$ cat config.mk
export PLATFORM = sky130hd
export DESIGN_NAME = int_div_wb_buffer
export DESIGN_NICKNAME = d
export VERILOG_FILES = /design/src/rtl/cpu_pkg.sv /design/src/rtl/int_div_wb_buffer_sync_fifo.sv /design/src/rtl/int_div_wb_buffer.sv
export SDC_FILE = /design/constraint.sdc
export NUM_CORES = 1
export LEC_CHECK = 0
export CORE_ASPECT_RATIO = 0.8
export CORE_UTILIZATION = 45
export DETAILED_ROUTE_END_ITERATION = 6
export GPL_TIMING_DRIVEN = 0
export PLACE_DENSITY_LB_ADDON = 0.2
export SYNTH_ARGS = -nofsm -noshare
export SYNTH_HDL_FRONTEND = slang
export SYNTH_SLANG_ARGS = --single-unit
$ cat constraint.sdc
create_clock -name clk -period 2 [get_ports clk]
set_input_delay 0.3 -clock clk [delete_from_list [all_inputs] [get_ports clk]]
set_output_delay 0.3 -clock clk [all_outputs]
set_load 0.02 [all_outputs]
$ cat src/rtl/cpu_pkg.sv
// Shared CPU-wide types: register address width and the tagged writeback
// bundle exchanged with the writeback arbiter.
package cpu_pkg;

  localparam int REG_ADDR_W = 5;
  localparam int XLEN       = 32;

  typedef struct packed {
    logic [REG_ADDR_W-1:0] rd;
    logic [XLEN-1:0]       data;
  } wb_tagged_t;

endpackage

$ cat src/rtl/int_div_wb_buffer_sync_fifo.sv
// Small synchronous FIFO with async active-low reset and synchronous flush.
// A push while full is dropped even if a pop happens in the same cycle.
module sync_fifo #(
  parameter int W     = 32,
  parameter int DEPTH = 2
) (
  input  logic                     clk,
  input  logic                     reset,
  input  logic                     flush,
  input  logic                     push,
  input  logic                     pop,
  input  logic [W-1:0]             wdata,
  output logic [W-1:0]             rdata,
  output logic                     full,
  output logic                     empty,
  output logic [$clog2(DEPTH):0]   count
);

  localparam int AW = $clog2(DEPTH);
  localparam logic [AW:0] FULL_CNT = (AW+1)'(DEPTH);

  logic [W-1:0]  mem [DEPTH];
  logic [AW-1:0] wr_ptr;
  logic [AW-1:0] rd_ptr;
  logic [AW:0]   cnt;
  logic          do_push;
  logic          do_pop;

  assign full    = (cnt == FULL_CNT);
  assign empty   = (cnt == '0);
  assign count   = cnt;
  assign rdata   = mem[rd_ptr];
  assign do_push = push && !full && !flush;
  assign do_pop  = pop && !empty && !flush;

  // DEPTH is a power of two, so pointers wrap by natural overflow.
  always_ff @(posedge clk or negedge reset) begin
    if (!reset) begin
      wr_ptr <= '0;
      rd_ptr <= '0;
      cnt    <= '0;
      for (int i = 0; i < DEPTH; i++) mem[i] <= '0;
    end else if (flush) begin
      wr_ptr <= '0;
      rd_ptr <= '0;
      cnt    <= '0;
    end else begin
      if (do_push) begin
        mem[wr_ptr] <= wdata;
        wr_ptr      <= wr_ptr + AW'(1);
      end
      if (do_pop) rd_ptr <= rd_ptr + AW'(1);
      case ({do_push, do_pop})
        2'b10:   cnt <= cnt + (AW+1)'(1);
        2'b01:   cnt <= cnt - (AW+1)'(1);
        default: cnt <= cnt;
      endcase
    end
  end

endmodule

$ cat src/rtl/int_div_wb_buffer.sv
// Pairs divider results with destination tags captured at issue, drops x0
// results, and presents tagged results to writeback over valid/ready.
module int_div_wb_buffer
  import cpu_pkg::*;
#(
  parameter int N     = 32,
  parameter int DEPTH = 2,
  parameter int TAG_W = REG_ADDR_W
) (
  input  logic                     clk,
  input  logic                     reset,
  input  logic                     flush,
  input  logic                     iss_valid,
  input  logic                     iss_ready,
  input  logic [TAG_W-1:0]         iss_rd,
  output logic                     iss_stall,
  input  logic                     res_valid,
  output logic                     res_ready,
  input  logic [N-1:0]             res_data,
  output logic                     wb_valid,
  input  logic                     wb_ready,
  output logic [TAG_W-1:0]         wb_rd,
  output logic [N-1:0]             wb_data,
  output logic [$clog2(DEPTH):0]   count,
  output logic                     err
);

  // Handshake: a transfer happens on a rising edge where valid && ready are
  // both high; wb_rd/wb_data hold while wb_valid && !wb_ready.

  logic [$clog2(DEPTH):0] tag_count;
  logic [$clog2(DEPTH):0] res_count;
  logic                   tag_full, tag_empty;
  logic                   res_full, res_empty;
  logic                   tag_push, res_accept, res_push;
  logic                   proto_err;
  logic                   head_live, head_zero, pop;

  assign iss_stall  = tag_full;
  assign res_ready  = !res_full;
  assign tag_push   = iss_valid && iss_ready && !iss_stall && !flush;
  assign res_accept = res_valid && res_ready && !flush;

  // A result with no outstanding tag has nothing to pair with.
  assign proto_err  = res_accept && (res_count == tag_count);
  assign res_push   = res_accept && !proto_err;

  assign head_live  = !res_empty && !tag_empty;
  assign head_zero  = (wb_rd == '0);
  assign wb_valid   = head_live && !head_zero && !flush;
  assign pop        = !flush && head_live && (head_zero || wb_ready);
  assign count      = res_count;

  sync_fifo #(.W(TAG_W), .DEPTH(DEPTH)) u_tag_q (
    .clk   (clk),
    .reset (reset),
    .flush (flush),
    .push  (tag_push),
    .pop   (pop),
    .wdata (iss_rd),
    .rdata (wb_rd),
    .full  (tag_full),
    .empty (tag_empty),
    .count (tag_count)
  );

  sync_fifo #(.W(N), .DEPTH(DEPTH)) u_res_q (
    .clk   (clk),
    .reset (reset),
    .flush (flush),
    .push  (res_push),
    .pop   (pop),
    .wdata (res_data),
    .rdata (wb_data),
    .full  (res_full),
    .empty (res_empty),
    .count (res_count)
  );

  // Sticky until reset; flush leaves it alone.
  always_ff @(posedge clk or negedge reset) begin
    if (!reset)         err <= 1'b0;
    else if (proto_err) err <= 1'b1;
  end

endmodule

==> metrics list, run 1 <==
- The signal on the critical path passes through clkbuf_8, mux2_2, dlygate4sd2_1.
* Clk_lat worst skew: 0.35 ns
- CTS clk-pin slew, worst paths: 0.08 ns
* Vias in the first global route: 2582
- Detailed-route vias per instance: approximately 5.1
- The die is 85.5 um tall.
* Initial DRC count: 39
- Counting every sink on the clock net gives 83.
* Total of max-cap violations: 0
- The first TritonRoute pass finished after 6 iterations.
- The number of nets in the synthesized netlist is between 300 and 400.
- Cell Pwr Density: 1250 nW/um^2
- Global routing used 19.2% of the available tracks.
- Proportion of register bits with asynchronous set or reset after synthesis: 100%
- Non-filler cells, final: between 400 and 500
* Worst-case hold slack: 0.366 ns
- Maximum vdd drop: 750 uV
- First-pass GRT wire length: 13.1 mm
* Total Power Consumption: 6590 uW
- Worst slew margin: 66.6%
- In the final layout, the share of cells above drive strength 1 is 31.1%.
* Worst Hold Class: input pin to asynchronous set/reset pin
* Overall die area: 9100 sq um
- Including well taps, the total number of placed cells is 465.
- For this design the static power due to leakage is 0.00242 uW.
* Layout net count: ~410
- Setup repair after global routing could not meet its margin everywhere.
- Count of unique library cells instantiated by Yosys: 40
* Number of vias after detailed routing: 2462
- In this run the cell area of the synthesized design comes to 3930 sq um.
- Port buffering added 86 buffers.
- Startpoint kind of the worst setup timing path: flip-flop
- Area of the core: between 8000 and 9000 sq um
- The placed instances occupy a cell area of 4950 sq um.
- The hold violation count in the final report came to 0.
- The H-tree generated during clock tree synthesis spans 3 levels.
- Setup violations remaining at the end of the flow were counted as 0.
- In this run the deepest clock path goes through 2 buffers.
- The area growth from synthesis to layout is 34.2%.
* Synthesized instance count: 266
- The final critical path takes up a little over nine tenths of the cycle.
- Summed over all nets, the half-perimeter wirelength after detailed placement is 5.53 mm.
- The largest single stage delay on the critical path is 0.43 ns.
* Final core utilization: around 62%
- Pin count of the biggest net entering global routing: 66
* Data arrival time of the worst path: ~1.7 ns
- The number of clock buffers added by TritonCTS is 9.
- WL per Instance: 16.5 um
* Number of nets with antenna violations after routing: 0
* Slew Viols, Final: 0
- Clock tree from TritonCTS: yes
- EDFF count, synth: 0
* Highest achievable clock rate: about 510 MHz
- Initial antenna violation count: 0
* Final antenna diode count: 0
- With fillers left out, the area of the finished cells amounts to 5270 sq um.
* Worst Path Max Fanout: 10
- Worst EP required: 1.70 ns
- Initial cell density of the core: a little under half
- The slowest stage of the critical path is the sky130_fd_sc_hd__dfrtp_2 cell.
- Root cell of the clock tree: sky130_fd_sc_hd__clkbuf_8
* Final routed wirelength across all metal layers: between 8 and 9 mm
- The Yosys step of the flow raised 0 warnings.
- Of the synthesized area, sequential elements account for 52.9%.
* Synthesized area divided by synthesized cell count: 14.8 sq um
- The total overflow left after global routing is 0.
- The run finished with clean final reports.
* Final weighted congestion of routability-driven global placement: approximately 0.81
* I/O pin count: 87
* Worst Tran Pin Value: around 0.5 ns
- Number of remaining DRC errors: 0
* Top FF cell, synth: sky130_fd_sc_hd__dfrtp_1
- Crit path time final: slightly below 2 ns
- Post-Route Skew: ~0.0049 ns
* Register bit total from synthesis: 83
- Die extent in x: 106 um
- The worst setup path is of the flip-flop to output port kind.
* Placement Rows: 30
- The worst setup path is captured at an output port.
## layer usage
metal	global-route usage (%)	part of all wire, %
met1	25.3	46
met2	29.8	47
met3	6.99	5.9
met4	5.98	1.1
met5	0	0
## area by class of cell
cell class / instances / area [sq um]
well taps: 112 / 140
plain buffers: 15 / 138
multi-input cells: 165 / 1780
clock buffers: 11 / 141
clock inverters: 5 / 100
flip-flops and latches: 83 / 2080
fillers: 745 / 3220
inverters: 2 / 7.51
repair buffers: 92 / 878
## worst max-delay path, delay by kind of cell (launching register included)
kind	cells	cell delay, ns
flip-flops	1	0.43
multiplexers	1	0.34
buffers and inverters	2	0.54
## through the flow
stage	setup TNS [ns]	setup WS [ns]
after floorplan	0	0.123
after global placement	-236.78	-2.43
after detailed placement	-35.86	-0.483
after CTS	0	0.000422
after global routing	-0.991	-0.0547
final	0	0.0304
## worst paths after layout
check	end	slack, ns	start	cells past startpoint
min in group clk	err	0.47	flush	3
worst max register to register	u_res_q.count[0]	0.10	u_tag_q.rd_ptr	7
max in group asynchronous	u_res_q.count[0]	1.02	reset	3
worst min-delay path	u_res_q.mem[13]	0.37	reset	2
worst min register to register	u_res_q.mem[32]	0.49	u_res_q.mem[32]	1
worst max-delay path	wb_data[17]	0.03	u_res_q.rd_ptr	3
## power by group
group / total (uW) / switching, uW / internal, uW
Combinational: 2480 / 1090 / 1390
Clock: 1450 / 593 / 860
Sequential: 2650 / 354 / 2300
Total: 6590 / 2040 / 4550
## layout by cell type, fill, tap and decap left out, drive strengths merged, types with 2 or more instances in the layout
master and instances:
o21ai 4, dlygate4sd2 38, dfrtp 83, nand3b 2
clkdlybuf4s50 45, buf 17, nand3 3, nor3 3
mux2 111, xnor2 2, inv 2, mux2i 3
clkbuf 16, nor2 6, bufinv 3, or2 2
nand2b 2, xor2 2, nand2 5, clkinv 2
a21oi 3, nor3b 4
## kinds of logic (layout without fill, tap and decap cells)
logic type             Yosys count  in the layout  synth area share [%]
buffers and inverters           18            125                  2.71
flip-flops                      83             83                  52.9
XOR/XNOR                         4              4                 0.893
AO/OA/AOI/OAI                   15             15                  3.25
AND/OR/NAND/NOR                 32             32                  4.85
multiplexers                   114            114                  35.4
## synthesized netlist by cell type, types with 3 or more instances
cell                       instances  area, sq um
sky130_fd_sc_hd__mux2_2           37          417
sky130_fd_sc_hd__nor2_1            6         22.5
sky130_fd_sc_hd__nand3_1           3         15.0
sky130_fd_sc_hd__nor3b_1           3         22.5
sky130_fd_sc_hd__o21ai_1           3         15.0
sky130_fd_sc_hd__buf_6             4         45.0
sky130_fd_sc_hd__nand2_1           4         15.0
sky130_fd_sc_hd__mux2_1           45          507
sky130_fd_sc_hd__clkbuf_1          5         18.8
sky130_fd_sc_hd__mux2_4           29          435
sky130_fd_sc_hd__dfrtp_1          83         2080
sky130_fd_sc_hd__buf_2             7         35.0
sky130_fd_sc_hd__mux2i_1           3         30.0
## registers in the layout (all words and copies together) (netlist names)
register	cells
u_tag_q.rd_ptr	1
u_res_q.rd_ptr	1
u_tag_q.mem	10
u_res_q.mem	64
u_tag_q.wr_ptr	1
u_tag_q.count	2
u_res_q.count	2
err	1
u_res_q.wr_ptr	1
## repair_timing
| action | in CTS | in global routing |
|---|---|---|
| hold buffers | 1 | 0 |
| endpoints found under the setup margin | 66 | 69 |
| gates cloned | 0 | 0 |
| hold endpoints to repair | 18 | 0 |
| resized for setup | 55 | 13 |
| pin swaps | 2 | 3 |
| setup buffers | 4 | 0 |
No activity file was read; power rests on OpenSTA's default activity.
==> run 2: changes to the inputs <==
--- a/config.mk
+++ b/config.mk
@@ -10,6 +10,7 @@
 export DETAILED_ROUTE_END_ITERATION = 6
 export GPL_TIMING_DRIVEN = 0
 export PLACE_DENSITY_LB_ADDON = 0.2
+export SKIP_LAST_GASP = 1
 export SYNTH_ARGS = -nofsm -noshare
 export SYNTH_HDL_FRONTEND = slang
 export SYNTH_SLANG_ARGS = --single-unit
==> metrics list, run 2 (synthesis gave the netlist of run 1 again) <==
* HPWL after DPL: 5.53 mm
* Critical-path top delay cell: sky130_fd_sc_hd__dfrtp_2
- Placement Rows: 30
* Die extent in x: 106 um
- Highest achievable clock rate: 508 MHz
* CTS clk-pin slew, worst paths: roughly 0.08 ns
- The critical path goes through clkbuf_8, mux2_2, dlygate4sd2_1.
- Startpoint kind of the worst setup timing path: flip-flop
* Detailed-route vias per instance: 5.07
- The net count of the finished layout is around 400.
- Setup violations remaining at the end of the flow were counted as 0.
- Data arrival time of the worst path: approximately 1.7 ns
* Layout fillers: 745
- Cells fill 62.1% of the core in the end.
- Summed over all cells, the static leakage comes to 0.00242 uW.
- Dividing the final minimum period by the clock period gives 98.4%.
- Total routing usage reported by global routing: 19.2%
- The die covers 9100 sq um.
* Worst-case hold slack: between 0.3 and 0.4 ns
- The hold violation count in the final report was 0.
- Slew Viols, Final: 0
- In this run the register-to-register setup slack is 0.10 ns.
* Clock tree from TritonCTS: yes
* First-pass GRT wire length: about 13 mm
- The run finished with clean final reports.
- Top flop regs: u_res_q.mem (64), u_tag_q.mem (10)
* Clk_lat worst skew: 0.35 ns
- Number of buffers added by the clock tree synthesis step: 9
- Detailed routing inserted a total of 2460 vias.
* I/O pin count: 87
* Most common cell after layout, fill and taps aside: sky130_fd_sc_hd__dfrtp_1
* Number of flip-flops in the largest register: 64
- Once detail routing completed, the nets flagged for antenna violations numbered 0.
- OpenSTA, run right after detailed placement, puts the worst setup slack at -0.483 ns.
- Layout overhead on the synthesized area: 34.2%
- After routing, the total negative slack on setup checks comes to 0 ns.
- Clock skew on the completed layout was measured at 0.00479 ns.
- Worst R2R Path Depth: 6
- Maximum number of buffers from clock root to sink: 2
- Number of sinks handled by clock tree synthesis: 83
* Total of max-cap violations: 0
- The number of antenna diodes in the final layout is 0.
* Worst flop-to-flop path startpoint: u_tag_q.count[1]
- Final weighted congestion of routability-driven global placement: between 0.8 and 0.9
- Maximum vdd drop: 750 uV
- Vias in the first global route: 2582
- Count of input and output buffers: 86
* Initial cell density of the core: 46.3%
* Cell Pwr Density: roughly 1300 nW/um^2
- Root cell of the clock tree: sky130_fd_sc_hd__clkbuf_8
- Crit path time final: 1.97 ns
* Worst EP required: roughly 1.7 ns
* Pin count of the biggest net entering global routing: 66
- In this run the critical register-to-register path is captured at u_tag_q.mem[0].
- Worst slew margin: 66.6%
- Global routing finished with a remaining overflow of 0.
* Initial antenna violation count: 0
- In the post-route analysis, the smallest setup slack over all paths is 0.0310 ns.
- The core region is 8480 sq um.
* Top library cells by usage in the layout, fill and taps aside: 81 x sky130_fd_sc_hd__dfrtp_1, 45 x sky130_fd_sc_hd__mux2_1, 45 x sky130_fd_sc_hd__clkdlybuf4s50_1, 38 x sky130_fd_sc_hd__dlygate4sd2_1, 37 x sky130_fd_sc_hd__mux2_2
* Path type of the worst setup path: flip-flop to output port
* Worst Hold Class: input pin to asynchronous set/reset pin
* Worst Path Max Fanout: 10
- WL per Instance: roughly 16 um
- The routed design has 8.00 mm of wire.
* Initial DRC count: 53
- RSZ-0062 raised after global routing: yes
- The worst setup path is captured at an output port.
- The H-tree was split into 3 levels.
- Register bank with the most flops: u_res_q.mem
* Number of iterations in the first detailed-routing pass: 5
- At the pin with the least slew margin, the transition time is approximately 0.5 ns.
- In the final layout, the share of cells above drive strength 1 is 31.1%.
- Delay contributed by the slowest stage of the critical path: 0.43 ns
- Measured along the y axis, the die boundary spans 85.5 um.
- Number of remaining DRC errors: 0
## run 2: cell counts in the layout (fill, tap and decap cells not counted)
Identical to the previous run, type by type.
## run 2: metrics by stage
step / instances / area, sq um / power [uW]
6_report: 485 / 5270 / 6590
5_1_grt: 485 / 5270 / 6950
4_1_cts: 485 / 5220 / 6640
3_5_place_dp: 465 / 4950 / 5420
3_3_place_gp: 464 / 4930 / 5330
2_1_floorplan: 266 / 3930 / 4290
## run 2: timing repair
action                                  4_1_cts  5_1_grt
hold endpoints to repair                     18        0
setup buffers                                 4        0
pin swaps                                     2        2
gates resized for setup                      55       13
endpoints found under the setup margin       66       69
hold buffers                                  1        0
gates cloned                                  0        0
## run 2: area by class of cell
cell class	count	area, sq um	share of cell area [%]
Buffer	15	138	2.61
Clock buffer	11	141	2.68
Clock inverter	5	100	1.90
Inverter	2	7.51	0.143
Multi-Input combinational cell	165	1780	33.8
Sequential cell	83	2080	39.5
Tap cell	112	140	2.66
Timing Repair Buffer	92	878	16.7
## run 2: report_power, final
group	internal (uW)	switching (uW)	total (uW)
logic	1390	1090	2480
clock network	860	593	1450
registers	2300	354	2650
## run 2: worst max-delay path, delay by kind of cell, from the launching register on
kind	cells	cell delay, ns
buf+inv	2	0.54
flops	1	0.43
mux	1	0.34
## run 2: per-layer routing
metal / vias up / wire (um) / part of all wire, % / GRT usage (%)
met3: 8 / 476 / 5.9 / 6.99
met2: 59 / 3760 / 47 / 29.8
met4: 0 / 85 / 1.1 / 5.98
li1: 1161 / - / - / -
met1: 1232 / 3680 / 46 / 25.3
met5: - / 0 / 0 / 0
## run 2: how the worst max path moves through the flow
stage,depth (start not counted),start,to
6_report,3,u_res_q.rd_ptr,wb_data[17]
3_5_place_dp,4,u_res_q.rd_ptr,wb_data[6]
4_1_cts,3,u_res_q.rd_ptr,wb_data[12]
3_3_place_gp,1,reset,err
2_1_floorplan,6,u_res_q.count[1],u_res_q.mem[35]
5_1_grt,3,u_res_q.rd_ptr,wb_data[1]
==> run 3: changes to the inputs <==
--- a/config.mk
+++ b/config.mk
@@ -5,11 +5,12 @@
 export SDC_FILE = /design/constraint.sdc
 export NUM_CORES = 1
 export LEC_CHECK = 0
+export CAP_MARGIN = 20
 export CORE_ASPECT_RATIO = 0.8
 export CORE_UTILIZATION = 45
 export DETAILED_ROUTE_END_ITERATION = 6
 export GPL_TIMING_DRIVEN = 0
-export PLACE_DENSITY_LB_ADDON = 0.2
+export PLACE_DENSITY_LB_ADDON = 0.15
 export SKIP_LAST_GASP = 1
 export SYNTH_ARGS = -nofsm -noshare
 export SYNTH_HDL_FRONTEND = slang
==> constraint.sdc (replaced) <==
create_clock -name clk -period 2 [get_ports clk]
set_input_delay 0.3 -clock clk [delete_from_list [all_inputs] [get_ports clk]]
set_output_delay 0.3 -clock clk [all_outputs]
set_load 0.005 [all_outputs]
==> metrics list, run 3 (synthesis gave the netlist of run 1 again) <==
- Across the run, the number of max-cap violations was 0.
- Number of flip-flops in the largest register: between 60 and 70
- Top library cells by usage in the layout, fill and taps aside: 81 x sky130_fd_sc_hd__dfrtp_1, 80 x sky130_fd_sc_hd__clkdlybuf4s50_1, 45 x sky130_fd_sc_hd__mux2_1, 37 x sky130_fd_sc_hd__mux2_2, 29 x sky130_fd_sc_hd__mux2_4
- R2R setup slack: 0.06 ns
- For the pin with the worst max-slew slack, the measured transition is 0.473 ns.
- CTS clk-pin slew, worst paths: 0.08 ns
- In this run the power density over the cells is 1170 nW/um^2.
- For the finished layout, the period the worst path requires is between 2 and 2.5 ns.
- Layout overhead on the synthesized area: 34.8%
* Top flop regs: u_res_q.mem (64), u_tag_q.mem (10)
- In this run the tightest slew margin relative to its limit is just under 70%.
* Maximum vdd drop: 615 uV
* Final Hold Vio Count: 0
- Number of nets with antenna violations after routing: 0
- Setup violations remaining at the end of the flow were counted as 28.
- Of all nets on the critical path, the largest fanout is 10.
- The clock net in this run drives a total of 83 sinks.
- Total routing usage reported by global routing: 19.0%
- Post-Route Skew: roughly 0.011 ns
- Endpoint of the lowest-slack register-to-register path: u_tag_q.mem[9]
- Overall die area: 9100 sq um
- The worst setup path is of the flip-flop to output port kind.
* Highest achievable clock rate: about 470 MHz
- For this run, the slowest stage of the critical path takes approximately 0.46 ns.
* Critical-path top delay cell: sky130_fd_sc_hd__dfrtp_2
* Worst R2R Path Depth: 6
- The later pin in the worst-skew pair is clocked with a latency of between 0.3 and 0.4 ns.
- Setup repair after global routing could not meet its margin everywhere.
- The final route contains 2482 vias.
* Violations in the final reports: negative setup slack
- Buffers placed on the I/O ports in this run total 86.
- Worst flop-to-flop path startpoint: u_tag_q.count[1]
- The critical path contains buffers and inverters numbering 2 combined.
- Initial antenna violation count: 0
- The analysis attributes to cell leakage a power of 0.00235 uW.
- Worst slack at placement: -0.409 ns
- Vias in the first global route: 2501
- Placement Rows: 30
- Register bank with the most flops: u_res_q.mem
- Final core utilization: 62.4%
- The max-slew violation count was 0.
- Counting the fill cells in the layout gives between 700 and 800.
- Cells with a size suffix above 1 make up 31.0% of the layout.
* First-pass GRT wire length: 13.1 mm
* Die Height: roughly 86 um
- Routability-driven placement finished with a final weighted congestion of roughly 0.82.
* Root cell of the clock tree: sky130_fd_sc_hd__clkbuf_8
- Most common cell after layout, fill and taps aside: sky130_fd_sc_hd__dfrtp_1
* Largest delay share family, worst path: buffers and inverters
- The longest clock path from root to sink contains 2 buffers.
- The flow ran to the end, but the final reports show violations.
- After detailed routing, the total wire length is about 8 mm.
- Detailed-route vias per instance: 5.11
- Final antenna diode count: 0
- Number of iterations in the first detailed-routing pass: 4
- Number of buffers added by the clock tree synthesis step: 9
- HPWL after DPL: 5.47 mm
* WL per Instance: 16.8 um
- Initial cell density of the core: 46.3%
* Post-route clock period utilization: 106%
* I/O pin count: slightly below 90
- Layout net count: 413
- The die is ~110 um wide.
- TritonCTS built the clock tree.
- Capturing element type of the critical path: output port
- For this block, the initial DRC count from the detailed router was 98.
- The path class of the tightest hold or removal check is input pin to asynchronous set/reset pin.
- Entering global routing, the biggest net connects 58 pins.
- Startpoint kind of the worst setup timing path: flip-flop
- Across all setup checks in the final design, the least slack found is -0.110 ns.
* Data arrival time of the worst path: 1.81 ns
- Data on the critical path is required at its endpoint by 1.70 ns.
- Count of H-tree levels built during CTS: 3
- The total area inside the core boundary comes to 8480 sq um.
- The total overflow left after global routing is 0.
- Walking the worst path, the cells encountered are clkbuf_16, mux2_2, clkdlybuf4s50_1.
- Number of remaining DRC errors: 0
* Fin Setup TNS: -2.03 ns
-- run 3: where the power goes --
| part | internal [uW] | leakage, uW | switching [uW] |
|---|---|---|---|
| sequential | 2300 | 0.00104 | 355 |
| combinational | 1630 | 0.00120 | 669 |
| clock | 682 | 0.000104 | 569 |
-- run 3: cell type report --
type	instances	area, sq um	area share, %
clock inverters	1	30.0	0.568
well taps	112	140	2.65
repair buffers	93	927	17.5
inverters	2	7.51	0.142
clock buffers	15	176	3.33
flip-flops and latches	83	2080	39.3
multi-input cells	165	1780	33.6
plain buffers	15	150	2.84
-- run 3: worst max path at each step --
| stage | slack, ns | from | depth (start not counted) | to |
|---|---|---|---|---|
| finish | -0.11 | u_res_q.rd_ptr | 3 | wb_data[9] |
| global route | -0.18 | u_res_q.rd_ptr | 3 | wb_data[9] |
| CTS | -0.13 | u_res_q.rd_ptr | 3 | wb_data[4] |
| detailed placement | -0.41 | flush | 7 | u_res_q.mem[43] |
| global placement | -2.48 | reset | 1 | u_res_q.mem[25] |
| floorplan | 0.22 | u_res_q.count[1] | 6 | u_res_q.mem[35] |
-- run 3: what timing repair did --
item / in CTS / in global routing
pin swaps: 3 / 0
setup endpoints to repair: 62 / 59
gates cloned: 0 / 0
hold buffers: 1 / 0
endpoints found under the hold margin: 26 / 0
setup buffers: 4 / 1
gates resized for setup: 21 / 11
-- run 3: metrics by stage --
step	instance area, sq um	power (uW)	cells	hold slack [ns]
final	5290	6200	486	0.404
after global routing	5290	6540	486	0.439
after CTS	5260	6260	485	0.404
after detailed placement	4950	4960	465	0.249
after global placement	4930	4880	464	0.464
after floorplan	3930	3820	266	0.00441
-- run 3: worst register-to-register path: cells and delay by family, from the launching register on --
kind	cells	cell delay, ns
flip-flops	1	0.36
AND/OR/NAND/NOR	3	0.75
buffers and inverters	2	0.31
multiplexers	1	0.38
-- run 3: metal layers --
| metal | GRT usage, % | vias to the layer above | wire [um] |
|---|---|---|---|
| li1 | - | 1166 | - |
| met1 | 27.3 | 1246 | 3950 |
| met2 | 27.6 | 61 | 3690 |
| met3 | 5.93 | 9 | 423 |
| met4 | 6.10 | 0 | 99 |
| met5 | 0 | - | 0 |
